===== src/rtl/mdr_mem_if_if.sv =====
// Bundle of MDR datapath and memory handshake signals for mdr_mem_if.
// master: the MDR/memory controller side. slave: the datapath plus memory side.
interface mdr_mem_if_if;
   logic        MDRin;
   logic [31:0] bus_in;
   logic        rd_req;
   logic        wr_req;
   logic [31:0] mem_rdata;
   logic        mem_ack;
   logic [31:0] mdr_q;
   logic        mem_rd;
   logic        mem_wr;
   logic [31:0] mem_wdata;
   logic        busy;
   logic        done;
   logic        err;

   modport master (
      input  MDRin, bus_in, rd_req, wr_req, mem_rdata, mem_ack,
      output mdr_q, mem_rd, mem_wr, mem_wdata, busy, done, err
   );

   modport slave (
      output MDRin, bus_in, rd_req, wr_req, mem_rdata, mem_ack,
      input  mdr_q, mem_rd, mem_wr, mem_wdata, busy, done, err
   );
endinterface


===== src/rtl/mdr_mem_if.sv =====
// Memory data register with a registered read/write strobe controller.
// A strobe is held until mem_ack or until TIMEOUT cycles pass, which aborts
// the transfer and raises the sticky err flag.
module mdr_mem_if #(
   parameter int unsigned TIMEOUT = 15
) (
   input  logic         clk,
   input  logic         clr,
   mdr_mem_if_if.master bus
);

   typedef enum logic [1:0] {StIdle, StRead, StWrite} state_e;

   localparam logic [7:0] TimeoutLast = 8'(TIMEOUT - 1);

   state_e      state_q;
   logic [7:0]  cnt_q;
   logic [31:0] mdr_reg_q;
   logic [31:0] wdata_q;
   logic        rd_q;
   logic        wr_q;
   logic        busy_q;
   logic        done_q;
   logic        err_q;

   // Single FSM process; every output is a register updated here.
   always_ff @(posedge clk) begin
      if (clr) begin
         state_q   <= StIdle;
         cnt_q     <= 8'd0;
         mdr_reg_q <= 32'd0;
         wdata_q   <= 32'd0;
         rd_q      <= 1'b0;
         wr_q      <= 1'b0;
         busy_q    <= 1'b0;
         done_q    <= 1'b0;
         err_q     <= 1'b0;
      end else begin
         done_q <= 1'b0;
         unique case (state_q)
            StIdle: begin
               if (bus.MDRin) begin
                  mdr_reg_q <= bus.bus_in;
               end
               // Read wins over a simultaneous write; the write is dropped.
               if (bus.rd_req) begin
                  state_q <= StRead;
                  rd_q    <= 1'b1;
                  busy_q  <= 1'b1;
                  cnt_q   <= 8'd0;
                  err_q   <= 1'b0;
               end else if (bus.wr_req) begin
                  state_q <= StWrite;
                  wr_q    <= 1'b1;
                  busy_q  <= 1'b1;
                  cnt_q   <= 8'd0;
                  err_q   <= 1'b0;
                  // Forward a same-cycle MDR load into the write data.
                  wdata_q <= bus.MDRin ? bus.bus_in : mdr_reg_q;
               end
            end
            StRead: begin
               if (bus.mem_ack) begin
                  mdr_reg_q <= bus.mem_rdata;
                  state_q   <= StIdle;
                  rd_q      <= 1'b0;
                  busy_q    <= 1'b0;
                  done_q    <= 1'b1;
                  cnt_q     <= 8'd0;
               end else if (cnt_q == TimeoutLast) begin
                  state_q <= StIdle;
                  rd_q    <= 1'b0;
                  busy_q  <= 1'b0;
                  err_q   <= 1'b1;
                  cnt_q   <= 8'd0;
               end else begin
                  cnt_q <= cnt_q + 8'd1;
               end
            end
            StWrite: begin
               if (bus.mem_ack) begin
                  state_q <= StIdle;
                  wr_q    <= 1'b0;
                  busy_q  <= 1'b0;
                  done_q  <= 1'b1;
                  cnt_q   <= 8'd0;
               end else if (cnt_q == TimeoutLast) begin
                  state_q <= StIdle;
                  wr_q    <= 1'b0;
                  busy_q  <= 1'b0;
                  err_q   <= 1'b1;
                  cnt_q   <= 8'd0;
               end else begin
                  cnt_q <= cnt_q + 8'd1;
               end
            end
            default: begin
               state_q <= StIdle;
               rd_q    <= 1'b0;
               wr_q    <= 1'b0;
               busy_q  <= 1'b0;
            end
         endcase
      end
   end

   assign bus.mdr_q     = mdr_reg_q;
   assign bus.mem_rd    = rd_q;
   assign bus.mem_wr    = wr_q;
   assign bus.mem_wdata = wdata_q;
   assign bus.busy      = busy_q;
   assign bus.done      = done_q;
   assign bus.err       = err_q;

endmodule


===== src/flat_wrapper.sv =====
// flat-port wrapper written by rule: the top's interface ports become plain ports
module mdr_mem_if_flat 
#(
   parameter int unsigned TIMEOUT = 15
)
  (clk, clr, bus_MDRin, bus_bus_in, bus_rd_req, bus_wr_req, bus_mem_rdata, bus_mem_ack, bus_mdr_q, bus_mem_rd, bus_mem_wr, bus_mem_wdata, bus_busy, bus_done, bus_err);
  mdr_mem_if_if bus_i ();
  input  logic clk;
  input  logic clr;
  input wire logic [$bits(bus_i.MDRin)-1:0] bus_MDRin;
  input wire logic [$bits(bus_i.bus_in)-1:0] bus_bus_in;
  input wire logic [$bits(bus_i.rd_req)-1:0] bus_rd_req;
  input wire logic [$bits(bus_i.wr_req)-1:0] bus_wr_req;
  input wire logic [$bits(bus_i.mem_rdata)-1:0] bus_mem_rdata;
  input wire logic [$bits(bus_i.mem_ack)-1:0] bus_mem_ack;
  output wire logic [$bits(bus_i.mdr_q)-1:0] bus_mdr_q;
  output wire logic [$bits(bus_i.mem_rd)-1:0] bus_mem_rd;
  output wire logic [$bits(bus_i.mem_wr)-1:0] bus_mem_wr;
  output wire logic [$bits(bus_i.mem_wdata)-1:0] bus_mem_wdata;
  output wire logic [$bits(bus_i.busy)-1:0] bus_busy;
  output wire logic [$bits(bus_i.done)-1:0] bus_done;
  output wire logic [$bits(bus_i.err)-1:0] bus_err;
  assign bus_i.MDRin = bus_MDRin;
  assign bus_i.bus_in = bus_bus_in;
  assign bus_i.rd_req = bus_rd_req;
  assign bus_i.wr_req = bus_wr_req;
  assign bus_i.mem_rdata = bus_mem_rdata;
  assign bus_i.mem_ack = bus_mem_ack;
  assign bus_mdr_q = bus_i.mdr_q;
  assign bus_mem_rd = bus_i.mem_rd;
  assign bus_mem_wr = bus_i.mem_wr;
  assign bus_mem_wdata = bus_i.mem_wdata;
  assign bus_busy = bus_i.busy;
  assign bus_done = bus_i.done;
  assign bus_err = bus_i.err;
  mdr_mem_if #(.TIMEOUT(TIMEOUT)) u_core (.clk(clk), .clr(clr), .bus(bus_i));
endmodule

===== config.mk =====
export PLATFORM = sky130hd
export DESIGN_NAME = mdr_mem_if_flat
export DESIGN_NICKNAME = d
export VERILOG_FILES = /design/src/rtl/mdr_mem_if_if.sv /design/src/rtl/mdr_mem_if.sv /design/src/flat_wrapper.sv
export SDC_FILE = /design/constraint.sdc
export NUM_CORES = 1
export LEC_CHECK = 0
export CORE_MARGIN = 2
export CORE_UTILIZATION = 48
export CTS_CLUSTER_SIZE = 8
export DETAILED_ROUTE_END_ITERATION = 8
export PLACE_DENSITY = 0.9
export SLEW_MARGIN = 10
export SYNTH_ARGS = -nofsm -noshare
export SYNTH_HDL_FRONTEND = slang
export SYNTH_SLANG_ARGS = --single-unit

===== constraint.sdc =====
create_clock -name clk -period 4.2 [get_ports clk]
set_input_delay 0.63 -clock clk [delete_from_list [all_inputs] [get_ports clk]]
set_output_delay 0.63 -clock clk [all_outputs]
set_load 0.1 [all_outputs]

==> flow_summary.json, run 1 <==
{
  "hold_slack_ps": 484,
  "power.clock.fraction": 0.192,
  "viasPerCell": 5.51,
  "cts_buffer_depth": 2,
  "crit_path_end_kind": "register",
  "syn-instance-count": 446,
  "worstPathArrival_ps": 2970,
  "slew_headroom": 0.317,
  "synth-seq-cells": 79,
  "port_buffers": 138,
  "pwr-share-comb": 0.470,
  "final_hold_viol_count": 0,
  "post_cts_buffers": 0,
  "slowest_delay_ps": 660,
  "worstHoldPathType": "reg2reg",
  "cp_top_family": "buffers and inverters",
  "switching_share": 0.466,
  "drv_cap": 0,
  "grt_max_degree": 40,
  "dieArea_um2": 8600,
  "cts_sinks": 79,
  "syn_to_final_growth_pct": 42.1,
  "path_clk_slew_ps": 80,
  "max-vdd-ir-drop_v": 0.000293,
  "clock-root-buffer": "clkbuf_8",
  "worst_pin_slew_ps": 1020,
  "yosysWarnings": 0,
  "synth_edf_count": 0,
  "dp.cells": 657,
  "ys_seq_area_frac": 0.418,
  "status": "finished clean",
  "hold_depth": 2,
  "ys_top_cells_by_area": "dfxtp_1 42%, mux2i_1 8.7%, nor2_1 7.5%",
  "fin_cells": 673,
  "crit_cells": 8,
  "drive_gt1_frac": 0.0613,
  "total_power_mw": 2.69,
  "rsz0062_at_grt": "no",
  "netlist_area_um2": 3780,
  "placed_cell_area_um2": 5190,
  "hpwlAfterDp_mm": 7.39,
  "p_per_area_nw_per_um2": 500,
  "final_common_cell": "clkdlybuf4s50_1",
  "crit_path_start_kind": "register",
  "cts_tree": "done",
  "fmax_ghz": 0.370,
  "pwr-share-seq": 0.339,
  "fin_tns_setup_ps": 0,
  "num-nets-final": 641,
  "final_cell_area_um2": 5370,
  "antenna_left": 0,
  "antenna_cells": 0,
  "start_util": 0.492,
  "drv_slew": 0,
  "place_worst_setup_slack_ps": 1310,
  "r2r_cells": 8,
  "path_cells": "inv_1 -> ha_2 -> buf_4 -> nor2_1 -> nor2_2 -> buf_4 -> o22ai_1 -> nor2_1",
  "first_pass_iters": 6,
  "grt.total_usage": 0.242,
  "synth_area_per_cell_um2": 8.48,
  "wl_per_cell_um": 15.7,
  "setup_viol": 0,
  "grt_pass1_wl_mm": 16.7,
  "finalCritPeriodShare": 0.643,
  "cts_resized": 0,
  "coreArea_um2": 7690,
  "utilization": 0.699,
  "path_class": "reg2reg",
  "h-tree-depth": 3,
  "drc": 0,
  "vias": 3710,
  "synth_top_area_share": 0.418,
  "rows": 32,
  "cp_slowest_cell": "ha_2",
  "layout_setup_ws_ps": 1500,
  "nFillCells": 591,
  "required_ps": 4470,
  "die_w_um": 92.7,
  "ys.flop_type": "dfxtp_1",
  "grt_pass1_vias": 3568,
  "synth_largest_area_cell": "dfxtp_1",
  "cts.hold.buffers_added": 0,
  "clock_latency_ps": 340,
  "yosys.cell_types.count": 37,
  "finalWirelength_mm": 10.5,
  "drt_first_iter_violations": 214,
  "ios": 139,
  "path_buf_inv": 3,
  "die_y_um": 92.7,
  "p_sw_mw": 1.25,
  "routabilityCongestion": 0.850,
  "fin_crit_ps": 2700,
  "leakage_nw": 2.07,
  "async_flop_share": 0,
  "synth_nets": 521,
  "path_max_fanout": 36,
  "antenna_found_initial": 0,
  "cts_buffers": 9,
  "gr-total-overflow": 0,
  "final_cell_mix": "136 x clkdlybuf4s50_1, 79 x dfxtp_1, 75 x nor2_1",
  "p_int_mw": 1.43,
  "fin_skew_ps": 10.5
}
[logic make-up (layout without fill, tap and decap cells)]
group	Yosys count	after routing	synth area share
compound gates	114	114	0.195
mux	34	34	0.0904
xor+xnor	7	7	0.0162
flops	79	79	0.418
simple gates	132	132	0.183
fa+ha+maj	5	5	0.0166
buf+inv	75	200	0.0801
[synthesized netlist by cell type, drive strengths merged, types with 2 or more instances]
library cell / instances
nand2b: 2
nor3: 5
a211oi: 34
nor3b: 34
a21oi: 37
inv: 40
ha: 5
buf: 15
nor4b: 2
clkbuf: 20
dfxtp: 79
mux2i: 33
xnor2: 7
nor2b: 3
o22ai: 32
o21ai: 5
nand2: 3
nor2: 78
[registers in the layout, summed over array words and instances, names as in the netlist]
signal and cells:
u_core.state_q 2, u_core.cnt_q 8, u_core.bus.mem_wdata 32, u_core.bus.mem_rd 1, u_core.bus.mem_wr 1, u_core.bus.busy 1, u_core.bus.err 1, u_core.bus.done 1
u_core.bus.mdr_q 32
[power groups by stage]
| stage | Sequential (mW) | Clock (mW) | Combinational (mW) |
|---|---|---|---|
| after floorplan | 1.53 | 0 | 0.328 |
| after global placement | 0.923 | 0 | 1.24 |
| after detailed placement | 0.924 | 0 | 1.26 |
| after CTS | 0.908 | 0.520 | 1.26 |
| after global routing | 0.919 | 0.553 | 1.32 |
| final | 0.909 | 0.515 | 1.26 |
[layer usage]
layer,vias to the layer above,routed length [um],GRT usage
met5,-,0,0
met4,0,146,0.0882
met3,15,685,0.0464
met2,148,5200,0.394
met1,1751,4510,0.320
li1,1796,-,-
[worst register-to-register path, cell delays in order, from the launching register on]
cell and delay [ps]:
dfxtp_1 340, inv_1 90, ha_2 660, buf_4 470, nor2_1 100, nor2_2 350
buf_4 380, o22ai_1 140, nor2_1 110
[cell type report]
cell class / count / area (um^2) / share of cell area
multi-input cells: 292 / 1910 / 0.356
flip-flops and latches: 79 / 1580 / 0.294
well taps: 102 / 128 / 0.0238
repair buffers: 144 / 1420 / 0.264
inverters: 40 / 150 / 0.0279
clock buffers: 11 / 151 / 0.0282
clock inverters: 5 / 32.5 / 0.00605
[final timing paths]
path / to / start / slack [ps]
setup / recovery: u_core.bus.mdr_q[19] / u_core.state_q[1] / 1500
hold reg to reg: u_core.bus.busy / u_core.bus.busy / 480
setup reg to reg: u_core.bus.mdr_q[19] / u_core.state_q[1] / 1500
hold / removal: u_core.bus.busy / u_core.bus.busy / 480
No activity file was read; power rests on OpenSTA's default activity.
==> run 2, diff against run 1 <==
- CORE_UTILIZATION: 48 -> 45
- PLACE_DENSITY: 0.9 -> 0.85
- clock period: 4.2 -> 2.57 ns (I/O delays scaled with it)
==> run 2 against run 1 <==
- sequential power up 64%
- hold slack gained 3.9 ps
- via count fell by 1.2%
- core utilization decreased by 5.2 points
- critical path depth fell by 2
- clock skew is 4.3 ps lower
- routed wire length down 2.7%
- critical endpoint is now u_core.cnt_q[1]
==> flow_summary.json, run 2 (synthesis results as in run 1) <==
{
  "status": "finished clean",
  "required_ps": 2840,
  "fin_skew_ps": 6.21,
  "setup.worst_path.start": "u_core.state_q[0]",
  "ios": 139,
  "cts_tree": "done",
  "worstHoldPathType": "reg2reg",
  "pwr-share-seq": 0.333,
  "ff2ff_setup_slack_ps": 620,
  "wl_per_cell_um": 15.1,
  "gr-total-overflow": 0,
  "worst_pin_slew_ps": 545,
  "hold_slack_ps": 487,
  "first_pass_iters": 4,
  "grt_pass1_wl_mm": 16.5,
  "slew_headroom": 0.637,
  "crit_path_end": "u_core.cnt_q[1]",
  "die_w_um": 95.7,
  "clock_latency_ps": 340,
  "cts_buffer_depth": 2,
  "final_cell_area_um2": 5290,
  "grt_max_degree": 53,
  "power.clock.fraction": 0.215,
  "grt.total_usage": 0.229,
  "drc": 0,
  "path_cells": "inv_1 -> ha_1 -> nor3b_4 -> nor2_2 -> a21o_4 -> a211oi_2",
  "rows": 33,
  "routabilityCongestion": 0.804,
  "clock-root-buffer": "clkbuf_8",
  "cts_sinks": 79,
  "switching_share": 0.454,
  "placed_cell_area_um2": 5080,
  "antenna_found_initial": 0,
  "drv_cap": 0,
  "max-vdd-ir-drop_v": 0.000454,
  "post_cts_buffers": 0,
  "worstPathArrival_ps": 2220,
  "slowest_delay_ps": 440,
  "start_util": 0.462,
  "rsz0062_at_grt": "no",
  "final_common_cell": "dfxtp_1",
  "fin_tns_setup_ps": 0,
  "cts_buffers": 9,
  "vias": 3666,
  "leakage_nw": 2.24,
  "finalWirelength_mm": 10.3,
  "crit_path_start_kind": "register",
  "cts.hold.buffers_added": 0,
  "finalCritPeriodShare": 0.759,
  "antenna_cells": 0,
  "crit_path_end_kind": "register",
  "total_power_mw": 4.47,
  "path_class": "reg2reg",
  "final_cell_mix": "79 x dfxtp_1, 78 x buf_4, 75 x nor2_1",
  "cts_resized": 0,
  "p_sw_mw": 2.03,
  "coreArea_um2": 8180,
  "port_buffers": 138,
  "setup_viol": 0,
  "drive_gt1_frac": 0.188,
  "reg2reg_from": "u_core.state_q[0]",
  "num-nets-final": 646,
  "hpwlAfterDp_mm": 7.26,
  "path_clk_slew_ps": 80,
  "fmax_ghz": 0.513,
  "dieArea_um2": 9150,
  "viasPerCell": 5.38,
  "pwr-share-comb": 0.453,
  "p_per_area_nw_per_um2": 844,
  "cp_slowest_cell": "nor3b_4",
  "p_int_mw": 2.44,
  "syn_to_final_growth_pct": 40.0,
  "drv_slew": 0,
  "r2r_end": "u_core.cnt_q[1]",
  "h-tree-depth": 3,
  "grt_pass1_vias": 3558,
  "drt_first_iter_violations": 138,
  "final_hold_viol_count": 0,
  "nFillCells": 660,
  "die_y_um": 95.7,
  "r2r_cells": 6,
  "antenna_left": 0,
  "fin_crit_ps": 1950,
  "path_max_fanout": 11
}
==> run 2: how the worst min path moves through the flow <==
stage,cells after the start,slack [ps],startpoint,to
floorplan,2,470,u_core.state_q[0],u_core.state_q[0]
global placement,2,470,u_core.bus.busy,u_core.bus.busy
detailed placement,2,480,u_core.bus.busy,u_core.bus.busy
CTS,2,490,u_core.bus.busy,u_core.bus.busy
global route,2,530,clr,u_core.bus.mdr_q[22]
finish,2,490,u_core.bus.busy,u_core.bus.busy
==> run 2: layout make-up <==
class,instances,area (um^2),share of cell area
Tap cell,105,131,0.0248
Multi-Input combinational cell,292,1910,0.362
Timing Repair Buffer,149,1310,0.247
Clock buffer,13,169,0.0319
Clock inverter,3,40.0,0.00757
Inverter,40,150,0.0284
Sequential cell,79,1580,0.299
==> run 2: routing by layer <==
metal | GRT usage | share of wire | vias to the layer above
met5 | 0 | 0 | -
met3 | 0.0411 | 0.055 | 15
met4 | 0.0940 | 0.020 | 0
met1 | 0.288 | 0.45 | 1735
li1 | - | - | 1810
met2 | 0.386 | 0.48 | 106
==> run 2: stage by stage <==
step | utilization | instances | worst slack (ps)
6_report | 0.647 | 681 | 619
5_1_grt | 0.647 | 681 | 452
4_1_cts | 0.647 | 681 | 618
3_5_place_dp | 0.622 | 665 | 563
3_3_place_gp | 0.622 | 665 | 617
2_1_floorplan | - | 446 | 916
==> run 2: power groups by stage <==
| stage | Clock [mW] | Combinational (mW) | Sequential [mW] |
|---|---|---|---|
| finish | 0.958 | 2.02 | 1.49 |
| CTS | 0.977 | 2.03 | 1.49 |
| floorplan | 0 | 0.536 | 2.50 |
| detailed placement | 0 | 2.02 | 1.51 |
| global placement | 0 | 2.00 | 1.51 |
| global route | 1.04 | 2.12 | 1.51 |
==> run 2: worst max-delay path, delay by kind of cell (launching register included) <==
family,cells,cell delay (ps)
and+or+nand+nor,2,570
AOI/OAI and AO/OA,2,450
adders and majority gates,1,420
DFF,1,330
buffers and inverters,1,100
==> run 3, diff against run 2 <==
- CORE_UTILIZATION: 45 -> 40
- PLACE_DENSITY: 0.85 -> 0.8
- clock period: 2.57 -> 1.7 ns (I/O delays scaled with it)
==> run 3 against run 2 <==
- fmax grew 16%
- non-clock buffer count up 16
- flip-flop and latch count is the same
- final area up 22%
- global-route usage hardly changed
- clock power increased by 54%
- sequential power up 58%
==> flow_summary.json, run 3 (synthesis results as in run 1) <==
{
  "ios": 139,
  "fin_cells": 703,
  "p_sw_mw": 3.25,
  "drt_first_iter_violations": 203,
  "worstHoldPathType": "in2reg",
  "viasPerCell": 5.52,
  "final_common_cell": "buf_12",
  "worstPathArrival_ps": 1910,
  "die_w_um": 101,
  "utilization": 0.704,
  "h-tree-depth": 3,
  "dieArea_um2": 10200,
  "antenna_cells": 0,
  "cts_buffer_depth": 2,
  "gr-total-overflow": 0,
  "drv_cap": 0,
  "grt_pass1_vias": 3852,
  "first_pass_iters": 4,
  "pwr-share-seq": 0.309,
  "coreArea_um2": 9200,
  "cts_tree": "done",
  "fmax_ghz": 0.596,
  "dp.cells": 680,
  "cts_buffers": 9,
  "fin_skew_ps": 7.28,
  "status": "finished clean",
  "finalCritPeriodShare": 0.987,
  "grt_max_degree": 38,
  "final_cell_area_um2": 6480,
  "slew_headroom": 0.728,
  "final_hold_viol_count": 0,
  "path_class": "reg2reg",
  "routabilityCongestion": 0.864,
  "switching_share": 0.426,
  "crit_path_start_kind": "register",
  "drv_slew": 0,
  "grt.total_usage": 0.229,
  "crit_path_end_kind": "register",
  "drive_gt1_frac": 0.225,
  "pwr-share-comb": 0.498,
  "clock-root-buffer": "clkbuf_8",
  "fin_crit_ps": 1680,
  "num-nets-final": 662,
  "rows": 35,
  "leakage_nw": 2.60,
  "setup_viol": 0,
  "required_ps": 1930,
  "p_int_mw": 4.39,
  "clock_latency_ps": 340,
  "total_power_mw": 7.64,
  "vias": 3879,
  "grt_pass1_wl_mm": 18.7,
  "start_util": 0.411,
  "worst_pin_slew_ps": 402,
  "path_clk_slew_ps": 80,
  "antenna_found_initial": 0,
  "place_worst_setup_slack_ps": -148,
  "wl_per_cell_um": 16.9,
  "path_max_fanout": 4,
  "antenna_left": 0,
  "max-vdd-ir-drop_v": 0.000844,
  "power.clock.fraction": 0.193,
  "final_cell_mix": "79 x buf_12, 76 x dfxtp_1, 75 x nor2_1",
  "cts_sinks": 79,
  "finalWirelength_mm": 11.9,
  "hpwlAfterDp_mm": 8.42,
  "placed_cell_area_um2": 6120,
  "fin_tns_setup_ps": 0,
  "hold_slack_ps": 160,
  "layout_setup_ws_ps": 21.6,
  "port_buffers": 138,
  "p_per_area_nw_per_um2": 1180,
  "die_y_um": 101,
  "drc": 0,
  "syn_to_final_growth_pct": 71.3
}
-- run 3: changes by cell type in the layout (fill, tap and decap cells not counted), sizes merged --
cell	before	now
buf	82	96
bufinv	1	2
clkbuf	13	14
-- run 3: final cells by class --
cell class,count,area [um^2]
fill,615,2720
timing repair buffer,165,2440
multi-input combinational,292,1960
sequential,79,1590
inverter,40,150
tap,111,139
clock buffer,12,135
clock inverter,4,70.1
-- run 3: power by group through the flow --
stage | clock, mW | sequential [mW] | combinational [mW]
2_1_floorplan | 0 | 3.77 | 0.810
3_3_place_gp | 0 | 2.39 | 3.63
3_5_place_dp | 0 | 2.40 | 3.70
4_1_cts | 1.50 | 2.36 | 3.72
5_1_grt | 1.58 | 2.39 | 3.96
6_report | 1.48 | 2.36 | 3.80
-- run 3: path summary, 6_finish.rpt --
check | start | endpoint | slack [ps] | cells after the start
setup / recovery | u_core.cnt_q[0] | u_core.bus.mem_wr | 20 | 6
hold / removal | clr | u_core.bus.mem_rd | 160 | 2
setup reg to reg | u_core.cnt_q[0] | u_core.bus.mem_wr | 20 | 6
hold reg to reg | u_core.bus.busy | u_core.bus.busy | 520 | 2
-- run 3: critical path, stage by stage (launching register included) --
cell and delay [ps]:
dfxtp_4 350, inv_1 50, ha_2 160, nand4b_1 240, o21ai_0 400, a21oi_1 140
a41o_1 220
-- run 3: layer usage --
metal	vias up	track usage	wire length, um
met5	-	0	0
met1	1839	0.277	4740
met4	0	0.101	363
li1	1843	-	-
met2	162	0.390	5920
met3	35	0.0511	849
-- run 3: timing repair --
action,CTS,global route
setup buffers,1,4
hold endpoints to repair,0,0
gates resized for setup,4,15
cloned,0,2
pin swaps,1,3
hold buffers,0,0
setup endpoints to repair,42,73
==> edit: new RTL, flow settings as in run 3 <==
`TIMEOUT` is set to 15 in 2 places; all go to 7.
--- a/src/rtl/mdr_mem_if.sv
+++ b/src/rtl/mdr_mem_if.sv
@@ -4,3 +4,3 @@
 module mdr_mem_if #(
-   parameter int unsigned TIMEOUT = 15
+   parameter int unsigned TIMEOUT = 7
 ) (
--- a/src/flat_wrapper.sv
+++ b/src/flat_wrapper.sv
@@ -3,3 +3,3 @@
 #(
-   parameter int unsigned TIMEOUT = 15
+   parameter int unsigned TIMEOUT = 7
 )
Formal check against the unedited RTL: same outputs for any inputs over 4 cycles, from zero or initial values; that may be too few to reach the edited logic, so the function may still have changed.
==> edit against run 3 <==
The run now ends with setup timing left; cell area is 7.4% higher; synthesized cell count is 1.1% higher; setup slack worse by 0.093 ns; utilization is 4.8 points higher; sequential cell count stayed put; power is 3.7% higher; first-iteration DRC count is 18% higher; wire length is 19% higher; area after synthesis is 0.40% higher.
==> edit: results (changes against run 3) <==
Detailed routing
  – Routed metal-1 wirelength: 5670 um (was 4740 um)
  – Routed length per placed instance: 18.7 um (was 16.9 um)

Worst setup path
  – Critical path arrival: 2.03 ns (was 1.91 ns)
  – Critical-path top delay cell: dfxtp_2 (was o21ai_0)
  – CP delay by family, top: simple AND/OR/NAND/NOR gates (was compound AO/OA/AOI/OAI gates)
  – Max stage delay on crit path: 0.34 ns (was 0.40 ns)

Worst hold path
  – Worst Hold Endpoint: u_core.bus.busy (was u_core.bus.mem_rd)
  – Hold path depth: 3 (was 2)

Synthesis
  – Post-Syn Nets: 526 (was 521)
  – Top cells by count, synth: dfxtp_1, nor2_1, inv_1 (unchanged)
  – Adder-Cell Fraction of Synth Area: 0.0165 (was 0.0166)
  – Synth cell types: 42 (was 37)

Outcome
  – Status: finished with violations (was finished clean)
  – Violated checks: setup timing

GRT
  – Largest net degree at the start of global routing: 68 (was 38)
  – Met3 usage: 0.0780 (was 0.0511)
  – Vias in the first global route: 3991 (was 3852)
  – Total GRT Usage: 0.248 (was 0.229)

Final layout
  – Layout cells sized above 1: 0.314 (was 0.225)

Pwr
  – Peak supply drop: 946 uV (was 844 uV)

Placed design
  – Final HPWL DP: 8760 um (was 8420 um)
  – Inst Count DP: 717 (was 680)

Timing
  – Final worst slack: -0.0716 ns (was 0.0216 ns)
  – Relative slew slack: 0.761 (was 0.728)
  – Final setup violation count: 20 (was 0)
  – Post-Route Skew: 0.0120 ns (was 0.00728 ns)
[edit: cell types whose count changed after synthesis, moves of 2 or more]
cell	before	now
nor2_1	76	74
o31ai_1	0	2
o221a_2	0	2
nor3_1	5	2
xnor2_1	7	4
buf_2	14	5
clkbuf_1	20	26
nand3_1	1	6
buf_6	0	2
buf_1	0	3
[edit: worst max-delay path by stage]
stage	start	end	slack, ns
after floorplan	u_core.state_q[0]	u_core.cnt_q[5]	-0.10
after global placement	bus_rd_req	u_core.cnt_q[7]	-0.16
after detailed placement	bus_rd_req	u_core.bus.mem_wdata[7]	-0.18
after CTS	u_core.state_q[1]	u_core.bus.mem_wdata[11]	-0.03
after global routing	u_core.state_q[0]	u_core.bus.mem_wdata[17]	-0.13
final	u_core.state_q[0]	u_core.bus.mem_wdata[17]	-0.07
[edit: through the flow]
stage	hold slack, ns	setup slack [ns]	setup TNS [ns]	area (um2)
after floorplan	0.408	-0.102	-0.335	3810
after global placement	0.484	-0.157	-1.88	6240
after detailed placement	0.502	-0.184	-3.55	6240
after CTS	0.300	-0.0319	-0.228	6640
after global routing	0.304	-0.129	-2.11	6950
final	0.316	-0.0716	-0.458	6950
[edit: what timing repair did]
| action | in CTS | in global routing |
|---|---|---|
| gates resized for setup | 12 | 44 |
| buffers inserted | 8 | 6 |
| cloned | 3 | 4 |
| pin swaps | 10 | 24 |
| endpoints found under the setup margin | 8 | 75 |
[edit: final cells by class]
cell class | count | area (um2)
timing repair buffer | 193 | 2730
sequential | 79 | 1590
inverter | 39 | 146
fill | 612 | 2290
clock buffer | 13 | 169
tap | 129 | 161
antenna | 1 | 2.50
multi-input combinational | 297 | 2120
clock inverter | 3 | 40.0
